<file path="config.mk">
export PLATFORM = sky130hd
export DESIGN_NAME = dcache_refill
export DESIGN_NICKNAME = d
export VERILOG_FILES = /design/src/rtl/dcache_refill_pkg.sv /design/src/rtl/dcache_refill.sv
export SDC_FILE = /design/constraint.sdc
export NUM_CORES = 1
export LEC_CHECK = 0
export ABC_AREA = 1
export CAP_MARGIN = 30
export CORE_MARGIN = 1.5
export CORE_UTILIZATION = 29
export DETAILED_ROUTE_END_ITERATION = 8
export PLACE_DENSITY = 0.79
export SLEW_MARGIN = 20
export SYNTH_ARGS = -nofsm -noshare
export SYNTH_HDL_FRONTEND = slang
export SYNTH_SLANG_ARGS = --single-unit
</file>
<file path="constraint.sdc">
create_clock -name clk -period 1.4 [get_ports clk]
set_input_delay 0.21 -clock clk [delete_from_list [all_inputs] [get_ports clk]]
set_output_delay 0.21 -clock clk [all_outputs]
set_load 0.005 [all_outputs]
</file>
<file path="src/rtl/dcache_refill_pkg.sv">
// Shared definitions for the data-cache miss-refill controller.
// State encoding and line geometry defaults.
package dcache_refill_pkg;

    typedef enum logic [1:0] {
        S_IDLE = 2'd0,
        S_REQ  = 2'd1,
        S_FILL = 2'd2,
        S_DONE = 2'd3
    } state_t;

    localparam int DEF_MEM_SCALE = 27;
    localparam int DEF_LINE_LOG  = 2;
    localparam int LINE_WORDS     = 2 ** DEF_LINE_LOG;
    localparam int LINE_BYTES_LOG = DEF_LINE_LOG + 2;

endpackage

</file>
<file path="src/rtl/dcache_refill.sv">
// Miss-refill controller: fetches a line from DRAM as a beat burst and
// streams it into the cache fill port, yielding to processor writes.
module dcache_refill
    import dcache_refill_pkg::*;
#(
    parameter int MEM_SCALE = DEF_MEM_SCALE,
    parameter int LINE_LOG  = DEF_LINE_LOG
) (
    input  logic                 clk,
    input  logic                 rst,
    input  logic                 miss_valid,
    input  logic [MEM_SCALE-1:0] miss_addr,
    input  logic [3:0]           cpu_we,
    output logic                 busy,
    output logic                 refill_done,
    output logic                 mem_req,
    output logic [MEM_SCALE-1:0] mem_addr,
    input  logic                 mem_ack,
    input  logic                 mem_rvalid,
    input  logic [31:0]          mem_rdata,
    output logic                 mem_rready,
    output logic                 load_oe,
    output logic [MEM_SCALE-1:0] load_addr,
    output logic [31:0]          load_wdata,
    output logic [3:0]           load_we
);

    localparam int LB_LOG = LINE_LOG + 2;

    state_t               state, state_nx;
    logic [LINE_LOG-1:0]  cnt, cnt_nx;
    logic [MEM_SCALE-1:0] base, base_nx;
    logic                 accept;

    logic unused_bits;
    assign unused_bits = ^{cpu_we[3:1], miss_addr[LB_LOG-1:0]};

    always_ff @(posedge clk) begin
        if (rst) begin
            state <= S_IDLE;
            cnt   <= '0;
            base  <= '0;
        end else begin
            state <= state_nx;
            cnt   <= cnt_nx;
            base  <= base_nx;
        end
    end

    assign mem_addr = base;
    assign accept   = (state == S_FILL) && mem_rvalid && mem_rready;

    always_comb begin
        state_nx    = state;
        cnt_nx      = cnt;
        base_nx     = base;
        busy        = 1'b0;
        refill_done = 1'b0;
        mem_req     = 1'b0;
        mem_rready  = 1'b0;
        load_oe     = 1'b0;
        load_we     = 4'h0;
        load_addr   = '0;
        load_wdata  = '0;
        case (state)
            S_IDLE: begin
                // Stray beats from an interrupted burst are drained here.
                mem_rready = 1'b1;
                if (miss_valid) begin
                    base_nx  = {miss_addr[MEM_SCALE-1:LB_LOG],
                                {LB_LOG{1'b0}}};
                    cnt_nx   = '0;
                    state_nx = S_REQ;
                end
            end
            S_REQ: begin
                busy    = 1'b1;
                mem_req = 1'b1;
                if (mem_ack) state_nx = S_FILL;
            end
            S_FILL: begin
                busy       = 1'b1;
                mem_rready = !cpu_we[0];
                if (accept) begin
                    load_oe    = 1'b1;
                    load_we    = 4'hF;
                    load_addr  = base + (MEM_SCALE)'({cnt, 2'b00});
                    load_wdata = mem_rdata;
                    cnt_nx     = cnt + 1'b1;
                    if (&cnt) state_nx = S_DONE;
                end
            end
            S_DONE: begin
                busy        = 1'b1;
                refill_done = 1'b1;
                state_nx    = S_IDLE;
            end
            default: state_nx = S_IDLE;
        endcase
    end

endmodule

</file>
==> impl_metrics.py <==
metrics = {
    "synth": {
        "ys_seq_elements": 27,
        "ys_seq_area_frac": 0.289,
        "synth_compound_area_frac": 0.135,
        "synth_fa_ha_area_frac": 0.0401,
        "yosys_warnings": 0,
        "synthMuxAreaShare": 0,
        "yosys.area_share.simple": 0.295,
        "synth_top_family_by_area": "simple AND/OR/NAND/NOR gates",
        "synthXorXnorAreaFrac": 0,
        "syn_inst": 257,
        "syn_avg_cell_area_um2": 7.28,
        "yosysUniqueCellTypes": 24,
        "syn_area_mm2": 0.00187,
    },
    "grt": {
        "grt_overflow": 0,
        "antenna_found_initial": 0,
        "grt_pass1_vias": 2296,
        "grt_pass1_wl_um": 11100,
        "grt_usage": 0.196,
        "grt_max_degree": 47,
    },
    "final_layout": {
        "fin_nets": 518,
        "final_layout_size_suffix_gt1_frac": 0.506,
        "layout_common_cells": "clkdlybuf4s50_1 (78), inv_1 (65), buf_2 (59), nor2_4 (48)",
        "areaGrowthSynthToFinish_pct": 119,
        "stdcell_area_mm2": 0.00411,
        "final_common_cell": "clkdlybuf4s50_1",
        "post-route-util": 0.654,
        "fin_cells": 520,
        "antenna_cells": 0,
    },
    "placed_design": {
        "dp.cells": 482,
        "dpl-instance-area_mm2": 0.00348,
        "dpl.hpwl_um": 4640,
        "gp_congestion": 0.792,
        "port_buffers": 149,
    },
    "die": {
        "rows": 29,
        "die_w_um": 83.3,
        "initial_utilization": 0.298,
        "core_area_mm2": 0.00628,
        "dieArea_mm2": 0.00695,
        "num_io_pins": 163,
        "dieHeight_um": 83.3,
    },
    "timing": {
        "fin_crit_sh": 1.30,
        "clock.fmax_mhz": 548,
        "layout_setup_ws_ps": -424,
        "timing.clock.skew_ps": 10.6,
        "slew_viol_final": 0,
        "finalCriticalPeriod_ps": 1820,
        "hold_violations": 0,
        "finalSetupViolCount": 88,
        "grt_setup_unrepaired": "yes",
    },
    "clock_tree": {
        "clock_path_buffers": 2,
        "clk_latency_ps": 280,
        "cts_tree": "done",
        "cts_root_buffer": "clkbuf_8",
        "cts.clk_slew.worst_paths_ps": 90,
        "cts_buffers": 3,
        "cts.sinks": 27,
        "cts_max_level": 1,
    },
    "power_and_ir_drop": {
        "vdd_drop_max_mv": 0.814,
        "powerDensity_mw_per_mm2": 1400,
        "p_leak_nw": 1.98,
        "p_total_mw": 5.74,
    },
    "routing": {
        "dr_wl_met3_um": 570,
        "drtPass1Iterations": 4,
        "vias": 2275,
        "wl_met2_um": 4230,
        "post_drt_wl_per_cell_um": 14.7,
        "drt_iter0_markers": 57,
        "wl_met1_um": 2720,
        "ant_nets": 0,
        "wirelength_um": 7650,
        "viasPerCell": 4.38,
        "remaining_drc_errors": 0,
        "top_layer": "met4",
    },
    "worst_setup_path": {
        "cp_max_fo": 7,
        "arrival_ps": 1610,
        "required_ps": 1190,
        "crit_type": "reg2out",
        "startpoint_type": "flip-flop",
        "crit_path_end_kind": "output port",
    },
    "run": {
        "maxCapViolCount": 0,
    },
    "min_path": {
        "hp-class": "reg2reg",
    },
    "run_status": {
        "status": "complete, but fails checks",
        "violations": "negative setup slack",
    },
}
[repair_timing]
action / CTS / global route
pin swaps: 12 / 7
hold buffers: 0 / 0
gates resized for setup: 354 / 78
gates cloned: 6 / 5
setup buffers: 28 / 6
setup endpoints to repair: 70 / 100
[logic make-up after synthesis]
group	count (synthesis)
other cells	1
simple gates	80
buf+inv	93
flops	27
fa+ha+maj	6
compound gates	50
[synthesized netlist by cell type, drive strengths merged]
master,count,share of area
nand3,4,0.013
nand4,1,0.0033
o21ai,24,0.064
clkbuf,5,0.010
ha,6,0.040
nand2,14,0.036
nor2,61,0.24
clkinv,1,0.0027
inv,70,0.14
buf,17,0.086
a21oi,25,0.067
dfxtp,27,0.29
o211ai,1,0.0040
conb,1,0.0020
[cell type report]
type	instances	area [um2]
multi-input cells	142	1270
repair buffers	199	1860
fillers	524	2170
flip-flops and latches	27	549
clock buffers	3	41.3
inverters	71	283
well taps	77	96.3
clock inverters	1	7.51
[sequential cells by signal, indices dropped and copies added (netlist names)]
signal,flops
cnt,2
state,2
mem_addr,23
[report_power, final]
part / leakage, nW / switching (mW) / internal [mW] / total (mW)
clock network: 0.0217 / 0.264 / 0.202 / 0.466
registers: 0.225 / 0.129 / 0.993 / 1.12
logic: 1.73 / 1.95 / 2.20 / 4.15
[final timing paths]
| check | startpoint | end | slack, ps | depth (start not counted) |
|---|---|---|---|---|
| setup / recovery | state[1] | load_we[2] | -420 | 9 |
| hold / removal | mem_addr[24] | mem_addr[24] | 490 | 2 |
| setup reg to reg | state[1] | cnt[1] | -360 | 13 |
| hold reg to reg | mem_addr[24] | mem_addr[24] | 490 | 2 |
[metrics by stage]
stage | setup slack [ps] | setup TNS, ps | hold slack (ps)
5_1_grt | -494 | -28420 | 532
4_1_cts | -472 | -26050 | 493
3_5_place_dp | -496 | -28990 | 473
3_3_place_gp | -492 | -28620 | 458
2_1_floorplan | 27.3 | 0 | 279
6_report | -424 | -22390 | 488
[critical path, cell delays in order (launching register included)]
cell and delay [ps]:
dfxtp_4 390, inv_4 40, ha_4 160, inv_4 60, nand2_4 60, nand2_8 120, buf_8 150, clkinvlp_4 100
buf_6 140, buf_6 120
[per-layer routing]
layer	GRT usage	vias to the layer above
met5	0	-
met4	0.0545	0
met3	0.0557	12
met2	0.372	94
met1	0.208	1059
li1	-	1110
Note: power is estimated with default switching activity, not from simulation.
